--- src/rtl/clock_ratio_monitor.sv ---
// -----------------------------------------------------------------------------
// clock_ratio_monitor
//
// In-system self-check for a divided clock. The divided clock `sig` is
// synchronised into the `clk` domain and its period and high time are
// measured in `clk` cycles. Each completed period produces a one-cycle `valid`
// pulse along with two flags: a frequency error (the period differs from
// `div_exp`) and a duty error (the high time is more than half a cycle away
// from half the period). A sticky `timeout` flag reports that no rising edge
// arrived within 2*MAX_RATIO cycles.
//
// Parameters
//   MAX_RATIO   largest expected division ratio (sets timeout and counter range)
//   SYNC_STAGES depth of the input synchroniser on sig (>= 1)
//   CW          counter/output width, derived from MAX_RATIO
//
// Ports
//   clk        in   measurement clock, rising edge
//   rst        in   asynchronous active-high reset
//   en         in   measurement enable; low forces IDLE and clears flags
//   div_exp    in   expected ratio, sampled when a rising edge is processed
//   sig        in   divided clock under test (asynchronous to clk)
//   period     out  last measured period in clk cycles
//   high_time  out  last measured high time in clk cycles
//   valid      out  one-cycle pulse marking new period/high_time/flags
//   freq_err   out  last period != div_exp
//   duty_err   out  |2*high_time - period| > 1
//   timeout    out  sticky: no rising edge within 2*MAX_RATIO cycles
// -----------------------------------------------------------------------------
module clock_ratio_monitor #(
    parameter int MAX_RATIO   = 64,
    parameter int SYNC_STAGES = 2,
    localparam int CW         = $clog2(2 * MAX_RATIO + 1)
) (
    input  logic          clk,
    input  logic          rst,
    input  logic          en,
    input  logic [CW-1:0] div_exp,
    input  logic          sig,
    output logic [CW-1:0] period,
    output logic [CW-1:0] high_time,
    output logic          valid,
    output logic          freq_err,
    output logic          duty_err,
    output logic          timeout
);

    localparam logic [CW-1:0] LIMIT = CW'(2 * MAX_RATIO);

    localparam logic [1:0] ST_IDLE    = 2'd0;
    localparam logic [1:0] ST_ARM     = 2'd1;
    localparam logic [1:0] ST_MEASURE = 2'd2;

    logic [SYNC_STAGES-1:0] sync_q;
    logic                   s;
    logic                   s_d;
    logic                   rise;
    logic                   fall;

    logic [1:0]             state;
    logic [CW-1:0]          cnt;
    logic [CW-1:0]          cnt_inc;
    logic                   hit_limit;
    logic [CW-1:0]          hi;

    // Duty check in CW+1 bits so that 2*hi cannot overflow. Odd periods
    // accept either neighbour of N/2, hence the tolerance of one.
    function automatic logic duty_bad(input logic [CW-1:0] hi_c,
                                      input logic [CW-1:0] per_c);
        logic [CW:0] twice;
        logic [CW:0] per_w;
        logic [CW:0] diff;
        twice = {hi_c, 1'b0};
        per_w = {1'b0, per_c};
        diff  = (twice >= per_w) ? (twice - per_w) : (per_w - twice);
        return diff > (CW + 1)'(1);
    endfunction

    // Input synchroniser plus one delay flop for edge detection
    always_ff @(posedge clk or posedge rst) begin
        if (rst) begin
            sync_q <= '0;
            s_d    <= 1'b0;
        end else begin
            sync_q[0] <= sig;
            for (int i = 1; i < SYNC_STAGES; i++) begin
                sync_q[i] <= sync_q[i-1];
            end
            s_d <= s;
        end
    end

    assign s    = sync_q[SYNC_STAGES-1];
    assign rise = s & ~s_d;
    assign fall = ~s & s_d;

    // The counter is cleared whenever it reaches LIMIT, so it never wraps;
    // the hold at LIMIT only guards against an out-of-range value.
    assign cnt_inc   = (cnt == LIMIT) ? cnt : cnt + CW'(1);
    assign hit_limit = (cnt_inc == LIMIT);

    always_ff @(posedge clk or posedge rst) begin
        if (rst) begin
            state     <= ST_IDLE;
            cnt       <= '0;
            hi        <= '0;
            period    <= '0;
            high_time <= '0;
            valid     <= 1'b0;
            freq_err  <= 1'b0;
            duty_err  <= 1'b0;
            timeout   <= 1'b0;
        end else begin
            valid <= 1'b0;
            if (!en) begin
                // Partial period is discarded; measured values are kept.
                state    <= ST_IDLE;
                cnt      <= '0;
                hi       <= '0;
                freq_err <= 1'b0;
                duty_err <= 1'b0;
                timeout  <= 1'b0;
            end else begin
                case (state)
                    ST_IDLE: begin
                        state <= ST_ARM;
                        cnt   <= '0;
                    end

                    ST_ARM: begin
                        // First edge only starts timing.
                        if (rise) begin
                            state <= ST_MEASURE;
                            cnt   <= CW'(1);
                            hi    <= '0;
                        end else if (hit_limit) begin
                            timeout <= 1'b1;
                            cnt     <= '0;
                        end else begin
                            cnt <= cnt_inc;
                        end
                    end

                    ST_MEASURE: begin
                        if (rise) begin
                            // cnt restarts at 1 on each rise, so here it
                            // equals the number of cycles between rises.
                            period    <= cnt;
                            high_time <= hi;
                            valid     <= 1'b1;
                            freq_err  <= (cnt != div_exp);
                            duty_err  <= duty_bad(hi, cnt);
                            cnt       <= CW'(1);
                            hi        <= '0;
                        end else if (hit_limit) begin
                            timeout <= 1'b1;
                            cnt     <= '0;
                            state   <= ST_ARM;
                        end else begin
                            if (fall) begin
                                hi <= cnt;
                            end
                            cnt <= cnt_inc;
                        end
                    end

                    default: begin
                        state <= ST_IDLE;
                        cnt   <= '0;
                    end
                endcase
            end
        end
    end

endmodule

--- config.mk ---
export PLATFORM = sky130hd
export DESIGN_NAME = clock_ratio_monitor
export DESIGN_NICKNAME = d
export VERILOG_FILES = /design/src/rtl/clock_ratio_monitor.sv
export SDC_FILE = /design/constraint.sdc
export NUM_CORES = 1
export LEC_CHECK = 0
export BUFFER_PORTS_ARGS = -buffer_cell sky130_fd_sc_hd__buf_2
export CORE_AREA = 4 4 91 93
export DETAILED_ROUTE_END_ITERATION = 7
export DIE_AREA = 0 0 95 97
export GPL_TIMING_DRIVEN = 0
export PLACE_DENSITY = 0.63
export SETUP_SLACK_MARGIN = 0.05
export SKIP_LAST_GASP = 1
export SLEW_MARGIN = 20
export SYNTH_ARGS = -nofsm -noshare
export SYNTH_HDL_FRONTEND = slang
export SYNTH_SLANG_ARGS = --single-unit
--- constraint.sdc ---
create_clock -name clk -period 7.25 [get_ports clk]
set_clock_uncertainty 0.2 [all_clocks]
set_input_delay 1.0875 -clock clk [delete_from_list [all_inputs] [get_ports clk]]
set_output_delay 1.0875 -clock clk [all_outputs]
set_load 0.02 [all_outputs]
==> results of run 1 <==
synthesized netlist by cell type (5+ instances only):
master                     number  area [µm²]
sky130_fd_sc_hd__nor2_1        12        45.0
sky130_fd_sc_hd__nand2_1       29         109
sky130_fd_sc_hd__nand3_1        6        30.0
sky130_fd_sc_hd__a22o_1         9        78.8
sky130_fd_sc_hd__xnor2_1        5        43.8
sky130_fd_sc_hd__dfrtp_1       41        1030
sky130_fd_sc_hd__clkbuf_1       7        26.3
sky130_fd_sc_hd__xor2_1        11        96.3
sky130_fd_sc_hd__nor4_1         5        31.3
sky130_fd_sc_hd__nand2b_1       7        43.8
sky130_fd_sc_hd__inv_1         28         105
sky130_fd_sc_hd__a21oi_1       13        65.1
sky130_fd_sc_hd__ha_1          19         238
sky130_fd_sc_hd__o21ai_0       27         135
layer usage:
layer	vias to the layer above	part of all wire, %	global-route usage, %
li1	1057	-	-
met1	1064	48	20.0
met2	45	48	22.2
met3	4	3.7	2.72
met4	0	0.91	3.11
met5	-	0	0
worst reg2reg max path: cells and delay by family, from the launching register on:
family                   cells  cell delay, ps
AO/OA/AOI/OAI                4            1000
adder cells (fa/ha/maj)      1             390
buffers and inverters        2             290
flip-flops                   1             400
multiplexers                 1             180
AND/OR/NAND/NOR              2             480
path summary, 6_finish.rpt:
check / from / endpoint / slack [ps] / cells past startpoint
max in group asynchronous: rst / hi[6]$_DFFE_PP0P_ / 5860 / 3
max reg2reg: cnt[2]$_DFF_PP0_ / duty_err$_DFFE_PP0P_ / 4190 / 10
min in group asynchronous: rst / s_d$_DFF_PP0_ / 540 / 2
min reg2reg: sync_q[0]$_DFF_PP0_ / sync_q[1]$_DFF_PP0_ / 160 / 0
max: cnt[2]$_DFF_PP0_ / duty_err$_DFFE_PP0P_ / 4190 / 10
min: sync_q[0]$_DFF_PP0_ / sync_q[1]$_DFF_PP0_ / 160 / 0
registers in the layout, indices dropped and copies added (netlist names):
| register | count |
|---|---|
| cnt | 8 |
| duty_err | 1 |
| freq_err | 1 |
| hi | 8 |
| high_time | 8 |
| period | 8 |
| s_d | 1 |
| state | 2 |
| sync_q | 2 |
| timeout | 1 |
| valid | 1 |
power by group through the flow:
stage / Combinational, µW / Sequential [µW] / Clock, µW
after floorplan: 130 / 260 / 0
after global placement: 174 / 258 / 0
after detailed placement: 179 / 258 / 0
after CTS: 179 / 254 / 193
after global routing: 200 / 255 / 202
final: 179 / 254 / 189
cell type report:
type | instances | area, µm² | area share (%)
Clock buffer | 7 | 86.3 | 2.88
Tap cell | 102 | 128 | 4.25
Multi-Input combinational cell | 198 | 1390 | 46.3
Inverter | 29 | 109 | 3.62
Clock inverter | 1 | 30.0 | 1.00
Sequential cell | 41 | 1030 | 34.2
Buffer | 12 | 57.6 | 1.92
Timing Repair Buffer | 32 | 175 | 5.83
kinds of logic (layout without fill, tap and decap cells):
group	count (synthesis)	in the layout	synth area share, %
AOI/OAI and AO/OA	78	78	20.1
xor gates and xnor gates	17	17	6.05
adders and majority gates	21	21	10.8
buffers and inverters	41	81	6.44
DFF	41	41	39.7
muxes	3	3	1.16
and+or+nand+nor	79	79	15.7
stage by stage:
step | instances | worst slack [ps] | hold WS [ps]
6_report | 422 | 4190 | 159
5_1_grt | 422 | 4010 | 170
3_5_place_dp | 414 | 4230 | 146
4_1_cts | 422 | 4220 | 165
3_3_place_gp | 413 | 4260 | 137
2_1_floorplan | 280 | 4510 | 131
==> summary.txt, run 1 <==
Floorplanning
  – Effective utilization at floorplan: around a third
  – Horizontal extent of the die: around 95 µm
  – Die Y: between 90 and 100 µm
  – Core region area: ~7500 µm²
  – Number of primary I/O pins: 32
  – Cell row count: 32
  – Die ar.: between 9000 and 10,000 µm²

Critical path
  – Worst stage delay on the critical path: roughly 430 ps
  – Startpoint-to-endpoint class of the critical path: reg -> reg
  – Category of the worst setup path capture point: register
  – Critical path peak fanout: 9
  – Cell Chain, Critical Path: buf_4 -> inv_1 -> ha_1 -> nor2b_1 -> o31a_1 -> o21a_1 -> or3_1 -> a2111o_1 -> mux2i_1 -> a21oi_1
  – Arrival time at the worst endpoint: slightly above 3000 ps
  – CP Launch Type: register
  – Buf+Inv Stages, Crit Path: 2
  – Worst Path Required: roughly 7200 ps
  – Slowest library cell on the worst path: sky130_fd_sc_hd__a2111o_1
  – Kind of cell adding the most delay to the critical path: compound AO/OA/AOI/OAI gates

Synth
  – Number of synthesized register bits: 41
  – Proportion of synthesized flip-flops having asynchronous set or reset: 100%
  – Leading register cell type out of synthesis: sky130_fd_sc_hd__dfrtp_1
  – Post-synth EDFFs: 0
  – Cell area after synthesis: between 2000 and 3000 µm²
  – Synthesized area divided by synthesized cell count: just over 9 µm²
  – Warnings, synthesis: 0
  – Post-synth cell types: 55
  – Cells after synthesis: 280
  – Synthesized Nets: 313
  – Sequential share of the synthesized area: 39.7%

Clock tree
  – Quantity of gates resized following cts: 0
  – Buffer levels on the longest clock path: 2
  – Setup bufs post-CTS: 0
  – Clock tree sinks: 41
  – Clock network latency to the later pin of the worst-skew pair: just under 300 ps
  – TritonCTS clock tree: yes
  – Number of buffers added by the clock tree synthesis step: 5
  – Post-CTS Hold Buffers: 0
  – Clk slew on worst S/H paths: approximately 80 ps
  – Root Buffer: sky130_fd_sc_hd__clkbuf_8
  – Number of H-tree levels: 2

Final layout
  – Highest-count cells in the layout ignoring fill and taps: sky130_fd_sc_hd__dfrtp_1, sky130_fd_sc_hd__buf_2, sky130_fd_sc_hd__nand2_1
  – ANT cells: 0
  – Fin nets: roughly 350
  – Final non-filler cell area: ~3000 µm²
  – Layout cells sized above 1: roughly 16%
  – Area growth from synthesis to layout: 16.2%
  – Most common library cell in the layout ignoring fill and taps: sky130_fd_sc_hd__dfrtp_1
  – Core utilization of the finished layout: between 30% and 40%
  – Number of filler cells placed in the layout: just under 800

Power and ir drop
  – Power consumption: 622 µW
  – Portion of total power attributed to sequential cells: 40.8%
  – Part of the total power dissipated in the clock network: 30.4%
  – Leakage power of the design: 0.00142 µW
  – Net Sw Power: approximately 190 µW
  – Worst VDD drop: 0.125 mV
  – Cell Int Power: 430 µW
  – Combinational cell fraction of total power: approximately 29%
  – Sw frac: between 30 and 40%
  – Power per cell area: 207 nW/µm²

Timing
  – Relative slew slack: ~67%
  – Max frequency: ~0.33 GHz
  – Post-route setup TNS: 0 ps
  – RSZ-0062 raised after global routing: no
  – Transition at the pin with the smallest max-transition slack: between 400 and 500 ps
  – Crit share post-route: a little over two fifths
  – Total setup violations reported at the end of the flow: 0
  – Fin. Hold Viols: 0
  – Fin crit period: just over 3000 ps
  – Total count of max-transition violations in the final report: 0

Route
  – Antenna Violating Nets Remaining: 0
  – Via-per-instance ratio: 5.14
  – Routed WL per cell: around 15 µm
  – Wire length after detailed routing: roughly 6.3 mm
  – Initial DRT Pass Iterations: 4
  – Remaining DRCs: 0
  – Violation count after the first detailed-route iteration: approximately 110
  – Via count: between 2,000 and 2,500

Global routing
  – Total routing usage reported by global routing: approximately 14%
  – Maximum number of pins on one net before global-route repair: 30
  – Congestion Overflow GR: 0
  – Wire length of the first global-routing pass: between 10 and 15 mm
  – Initial antenna violation count: 0
  – Vias in the first global route: just over 2,000

Run
  – Max-cap violations: 0

Run status
  – Outcome: complete, no violations

Placement
  – Final estimated routing congestion in global placement: roughly 0.9
  – Input/output buffers: 31
  – Detail Placement HPWL: between 4 and 5 mm
  – Dpl cell area: 2890 µm²

Worst hold path
  – Classification of the worst-slack hold path: reg -> reg
No activity file was read; power rests on OpenSTA's default activity.
==> run 2: changes to the inputs <==
==> constraint.sdc (replaced) <==
create_clock -name clk -period 3.07 [get_ports clk]
set_clock_uncertainty 0.2 [all_clocks]
set_input_delay 0.4605 -clock clk [delete_from_list [all_inputs] [get_ports clk]]
set_output_delay 0.4605 -clock clk [all_outputs]
set_load 0.02 [all_outputs]
==> run 2 against run 1 <==
Worst setup slack worse by 4000 ps. Total power is 140% higher. Via count is 1.4% higher. Combinational power is 140% higher. Critical path depth stayed put. Critical endpoint unchanged. Register-to-register slack worse by 4000 ps. Sequential power is 130% higher.
==> summary.txt, run 2 (same netlist as run 1, synthesis figures left out) <==
Timing
  – Max frequency: 0.350 GHz (+7.3%)
  – Fin. Hold Viols: 0 (unchanged)
  – Relative slew slack: 67.9% (+0.43 points)
  – Fin crit period: 2850 ps (-208 ps)
  – RSZ-0062 raised after global routing: no
  – Post-route setup TNS: 0 ps (unchanged)
  – Transition at the pin with the smallest max-transition slack: 477 ps (-6.40 ps)
  – Worst hold margin: 72.3 ps (-86.4 ps)
  – Total setup violations reported at the end of the flow: 0 (unchanged)
  – Total count of max-transition violations in the final report: 0 (unchanged)
  – Crit share post-route: 93.0% (+51 points)

Power and ir drop
  – Leakage power of the design: 0.00143 µW (+0.74%)
  – Power per cell area: 485 nW/µm² (+130%)
  – Worst VDD drop: 0.296 mV (+140%)

Critical path
  – Worst Path Required: 3040 ps (-4180 ps)
  – R2R cell count: 10 (unchanged)
  – Startpoint-to-endpoint class of the critical path: reg -> reg
  – Slowest library cell on the worst path: sky130_fd_sc_hd__dfrtp_1
  – Critical path peak fanout: 9 (unchanged)
  – Setup slack on the worst flop-to-flop path: 220 ps (-3970 ps)
  – Category of the worst setup path capture point: register
  – CP Launch Type: register
  – Arrival time at the worst endpoint: 2820 ps (-210 ps)
  – Cell Chain, Critical Path: buf_6 -> inv_2 -> ha_4 -> nor2b_1 -> o31a_1 -> o21a_1 -> or3_1 -> a2111o_1 -> mux2i_1 -> a21oi_1
  – Worst stage delay on the critical path: 430 ps (about the same)

Placement
  – Input/output buffers: 31 (unchanged)
  – Detail Placement HPWL: 4.94 mm (unchanged)
  – Final estimated routing congestion in global placement: 0.901 (unchanged)
  – Dpl cell area: 2890 µm² (unchanged)

Global routing
  – Total routing usage reported by global routing: 14.3% (+0.14 points)
  – Congestion Overflow GR: 0 (unchanged)
  – Wire length of the first global-routing pass: 10.5 mm (+1.1%)
  – Vias in the first global route: 2,093 (+1.3%)
  – Initial antenna violation count: 0 (unchanged)
  – Maximum number of pins on one net before global-route repair: 30 (unchanged)

Clock tree
  – Clk slew on worst S/H paths: 80 ps (about the same)
  – Root Buffer: sky130_fd_sc_hd__clkbuf_8
  – Number of H-tree levels: 2 (unchanged)
  – Number of buffers added by the clock tree synthesis step: 5 (unchanged)
  – TritonCTS clock tree: yes
  – Clock network latency to the later pin of the worst-skew pair: 290 ps (about the same)
  – Buffer levels on the longest clock path: 2 (unchanged)
  – Clock tree sinks: 41 (unchanged)

Route
  – Wire length after detailed routing: 6.36 mm (+1.3%)
  – Violation count after the first detailed-route iteration: 108 (+0.93%)
  – Antenna Violating Nets Remaining: 0 (unchanged)
  – Via count: 2,201 (+1.4%)
  – Via-per-instance ratio: 5.20 (+1.2%)
  – Initial DRT Pass Iterations: 5 (+1)
  – Routed WL per cell: 15.0 µm (+1.1%)
  – Remaining DRCs: 0 (unchanged)

Final layout
  – Layout cells sized above 1: 18.1% (+2.4 points)
  – Core utilization of the finished layout: 40.4% (+0.52 points)
  – ANT cells: 0 (unchanged)
  – Fin nets: 353 (+0.28%)
  – Area growth from synthesis to layout: 17.7%
  – Final non-filler cell area: 3040 µm² (+1.3%)
  – Most common library cell in the layout ignoring fill and taps: sky130_fd_sc_hd__dfrtp_1
  – Highest-count cells in the layout ignoring fill and taps: sky130_fd_sc_hd__dfrtp_1, sky130_fd_sc_hd__buf_2, sky130_fd_sc_hd__nand2_1

Run
  – Max-cap violations: 0 (unchanged)

Worst hold path
  – Classification of the worst-slack hold path: in -> reg
  – Number of cells traversed by the worst hold path: 1 (+1)

Floorplanning
  – Cell row count: 32 (unchanged)
  – Number of primary I/O pins: 32 (unchanged)
  – Horizontal extent of the die: 95 µm (unchanged)
  – Core region area: 7530 µm² (unchanged)
  – Die Y: 97 µm (unchanged)
  – Effective utilization at floorplan: 34.3% (unchanged)
  – Die ar.: 9220 µm² (unchanged)

Run status
  – Outcome: complete, no violations
==> run 2: cell count changes in the layout (fill, tap and decap cells not counted), sizes merged <==
cell / delta
buf: +1
clkbuf: -1
dlygate4sd3: +1
==> run 2: power by group <==
| part | switching [µW] | leakage (µW) | internal (µW) | total [µW] |
|---|---|---|---|---|
| sequential | 26.2 | 0.000560 | 570 | 596 |
| clock | 182 | 0.0000585 | 265 | 448 |
| combinational | 247 | 0.000808 | 186 | 433 |
| total | 456 | 0.00143 | 1020 | 1480 |
==> run 2: metal layers <==
layer | share of wire (%) | global-route usage (%) | vias to the layer above
met5 | 0 | 0 | -
met4 | 0.88 | 3.11 | 0
met3 | 4.5 | 2.72 | 4
met2 | 48 | 22.7 | 64
met1 | 47 | 20.1 | 1071
li1 | - | - | 1062
==> run 2: path summary, 6_finish.rpt <==
check | from | endpoint
setup / recovery | cnt[2]$_DFF_PP0_ | duty_err$_DFFE_PP0P_
setup reg to reg | cnt[2]$_DFF_PP0_ | duty_err$_DFFE_PP0P_
hold / removal | sig | sync_q[0]$_DFF_PP0_
max in group asynchronous | rst | hi[6]$_DFFE_PP0P_
min in group asynchronous | rst | s_d$_DFF_PP0_
hold reg to reg | sync_q[0]$_DFF_PP0_ | sync_q[1]$_DFF_PP0_
==> run 2: timing repair <==
item                                    in CTS  in global routing
endpoints found under the setup margin       1                  1
endpoints found under the hold margin       12                  0
resized for setup                            1                  6
cloned                                       0                  0
hold buffers                                 1                  0
buffers inserted                             0                  2
==> run 2: area by class of cell <==
type                            count  area [µm²]
Fill cell                         790        4490
Clock inverter                      1        30.0
Timing Repair Buffer               35         200
Multi-Input combinational cell    198        1410
Buffer                             10        53.8
Tap cell                          102         128
Clock buffer                        7        86.3
Sequential cell                    41        1030
Inverter                           29         109
==> run 2: worst max-delay path, delay by kind of cell, from the launching register on <==
kind,cells,cell delay [ps]
adders and majority gates,1,230
muxes,1,160
and+or+nand+nor,2,450
buffers and inverters,2,270
AOI/OAI and AO/OA,4,1000
DFF,1,430
==> run 2: per-stage QoR <==
stage | power, µW | instances | setup slack [ps]
2_1_floorplan | 922 | 280 | 325
3_3_place_gp | 1020 | 413 | 75.5
3_5_place_dp | 1030 | 414 | 54.7
4_1_cts | 1480 | 423 | 59.8
5_1_grt | 1560 | 423 | 62.0
6_report | 1480 | 423 | 216
==> run 3: changes to the inputs <==
--- a/config.mk
+++ b/config.mk
@@ -6,11 +6,11 @@
 export NUM_CORES = 1
 export LEC_CHECK = 0
 export BUFFER_PORTS_ARGS = -buffer_cell sky130_fd_sc_hd__buf_2
-export CORE_AREA = 4 4 91 93
+export CORE_AREA = 4 4 72 74
 export DETAILED_ROUTE_END_ITERATION = 7
-export DIE_AREA = 0 0 95 97
+export DIE_AREA = 0 0 76 78
 export GPL_TIMING_DRIVEN = 0
-export PLACE_DENSITY = 0.63
+export PLACE_DENSITY = 0.89
 export SETUP_SLACK_MARGIN = 0.05
 export SKIP_LAST_GASP = 1
 export SLEW_MARGIN = 20
==> run 3 against run 2 <==
Worst setup slack got worse by 47 ps. Sequential cell count did not move. Final cell count down 11%. Global-route usage is 8.3 points higher. Cell area is 2.8% lower. First-iteration DRC count grew to 2.8 times the previous value. Wire length increased by 2.5%. Sequential share of layout area grew 0.93 points. Critical endpoint unchanged.
==> summary.txt, run 3 (same netlist as run 1, synthesis figures left out) <==
Final layout
  – Fin nets: 353 (unchanged)
  – Highest-count cells in the layout ignoring fill and taps: sky130_fd_sc_hd__dfrtp_1, sky130_fd_sc_hd__buf_2, sky130_fd_sc_hd__nand2_1
  – Most common library cell in the layout ignoring fill and taps: sky130_fd_sc_hd__dfrtp_1
  – Number of filler cells placed in the layout: 358 (-55%)
  – Layout cells sized above 1: 17.1% (-0.93 points)
  – Area growth from synthesis to layout: 14.4%
  – ANT cells: 0 (unchanged)

Timing
  – Total count of max-transition violations in the final report: 0 (unchanged)
  – RSZ-0062 raised after global routing: no
  – Transition at the pin with the smallest max-transition slack: 494 ps (+16.6 ps)
  – Max frequency: 0.345 GHz (-1.6%)
  – Fin. Hold Viols: 0 (unchanged)
  – Post-route setup TNS: 0 ps (unchanged)
  – Fin crit period: 2900 ps (+47.2 ps)
  – Crit share post-route: 94.5% (+1.5 points)
  – Total setup violations reported at the end of the flow: 0 (unchanged)
  – Relative slew slack: 67.1% (-0.82 points)

Global routing
  – Wire length of the first global-routing pass: 10.6 mm (+1.5%)
  – Initial antenna violation count: 0 (unchanged)
  – Congestion Overflow GR: 0 (unchanged)
  – Vias in the first global route: 2,274 (+8.6%)
  – Maximum number of pins on one net before global-route repair: 29 (-3.3%)
  – Total routing usage reported by global routing: 22.5% (+8.3 points)

Worst hold path
  – Startpoint of the lowest-slack hold path: sig
  – Number of cells traversed by the worst hold path: 1 (unchanged)
  – Classification of the worst-slack hold path: in -> reg
  – Worst min-delay path endpoint: sync_q[0]$_DFF_PP0_

Power and ir drop
  – Power per cell area: 502 nW/µm² (+3.4%)
  – Leakage power of the design: 0.00142 µW (-0.31%)
  – Worst VDD drop: 0.331 mV (+12%)
  – Power consumption: 1480 µW (+0.47%)

Placement
  – Input/output buffers: 31 (unchanged)
  – Final estimated routing congestion in global placement: 0.893 (-0.83%)
  – Detail Placement HPWL: 4.79 mm (-3.0%)

Critical path
  – Startpoint-to-endpoint class of the critical path: reg -> reg
  – Cell Chain, Critical Path: inv_1 -> ha_1 -> buf_1 -> o21a_1 -> o31a_1 -> o21a_1 -> or3_1 -> a2111o_1 -> mux2i_1 -> a21oi_1
  – Critical path's most frequent cell: sky130_fd_sc_hd__o21a_1
  – Slowest library cell on the worst path: sky130_fd_sc_hd__dfrtp_1
  – Reg-to-reg startpoint: cnt[4]$_DFF_PP0_
  – Kind of cell adding the most delay to the critical path: compound AO/OA/AOI/OAI gates
  – Setup slack on the worst flop-to-flop path: 170 ps (-50 ps)
  – Worst Path Required: 3060 ps (+20 ps)
  – Arrival time at the worst endpoint: 2890 ps (+70 ps)
  – R2R cell count: 10 (unchanged)
  – Buf+Inv Stages, Crit Path: 2 (unchanged)
  – Critical path peak fanout: 8 (-1)
  – R2r endpoint: duty_err$_DFFE_PP0P_
  – Category of the worst setup path capture point: register
  – CP Launch Type: register
  – Worst stage delay on the critical path: 490 ps (+60 ps)

Route
  – Via count: 2,266 (+3.0%)
  – Via-per-instance ratio: 6.04 (+16%)
  – Routed WL per cell: 17.4 µm (+16%)
  – Remaining DRCs: 0 (unchanged)
  – Antenna Violating Nets Remaining: 0 (unchanged)
  – Violation count after the first detailed-route iteration: 305 (+180%)
  – Initial DRT Pass Iterations: 5 (unchanged)
  – Wire length after detailed routing: 6.52 mm (+2.5%)

Run status
  – Outcome: complete, no violations

Floorplanning
  – Die ar.: 5930 µm² (-36%)
  – Core region area: 4600 µm² (-39%)
  – Die Y: 78 µm (-20%)
  – Cell row count: 25 (-22%)
  – Horizontal extent of the die: 76 µm (-20%)
  – Effective utilization at floorplan: 56.2% (+22 points)
  – Number of primary I/O pins: 32 (unchanged)

Clock tree
  – Root Buffer: sky130_fd_sc_hd__clkbuf_8
  – Buffer levels on the longest clock path: 2 (unchanged)
  – Number of buffers added by the clock tree synthesis step: 5 (unchanged)
  – Clock tree sinks: 41 (unchanged)
  – Clock network latency to the later pin of the worst-skew pair: 310 ps (+20 ps)
  – TritonCTS clock tree: yes
  – Number of H-tree levels: 2 (unchanged)
  – Clk slew on worst S/H paths: 90 ps (about the same)

Run
  – Max-cap violations: 0 (unchanged)
run 3: worst max-delay path by stage:
stage / from / to / depth (start not counted) / slack, ps
floorplan: cnt[2]$_DFF_PP0_ / duty_err$_DFFE_PP0P_ / 10 / 330
global placement: cnt[2]$_DFF_PP0_ / duty_err$_DFFE_PP0P_ / 10 / 130
detailed placement: cnt[2]$_DFF_PP0_ / duty_err$_DFFE_PP0P_ / 10 / 120
CTS: cnt[2]$_DFF_PP0_ / duty_err$_DFFE_PP0P_ / 10 / 60
global route: cnt[4]$_DFF_PP0_ / duty_err$_DFFE_PP0P_ / 10 / 70
finish: cnt[4]$_DFF_PP0_ / duty_err$_DFFE_PP0P_ / 10 / 170
run 3: final cells by class:
type	count	area, µm²	area share [%]
clock buffers	5	68.8	2.33
clock inverters	3	43.8	1.48
multi-input cells	198	1390	47.1
flip-flops and latches	41	1030	34.7
inverters	29	109	3.68
repair buffers	34	193	6.52
well taps	54	67.6	2.29
plain buffers	11	53.8	1.82
run 3: what timing repair did:
item,in CTS,in global routing
hold endpoints to repair,13,0
hold buffers,1,0
buffers inserted,0,1
resized for setup,0,3
setup endpoints to repair,0,1
run 3: power breakdown:
group	switching, µW	internal, µW
Clock	207	244
Sequential	30.2	570
Combinational	250	182
Total	488	996
run 3: per-layer routing:
layer	up-vias	share of wire [%]	track usage, %
li1	1064	-	-
met1	1086	41	27.5
met2	101	51	38.5
met3	15	5.8	4.41
met4	0	2.0	9.61
met5	-	0	0
run 3: through the flow:
stage / std cells / hold slack (ps) / cell area (µm²) / setup WS, ps / util (%)
floorplan: 280 / 131 / 2580 / 325 / -
global placement: 365 / 132 / 2810 / 134 / 61.0
detailed placement: 366 / 148 / 2830 / 117 / 61.5
CTS: 375 / 49.7 / 2950 / 58.3 / 64.1
global route: 375 / 48.1 / 2960 / 69.5 / 64.3
finish: 375 / 55.0 / 2960 / 169 / 64.3
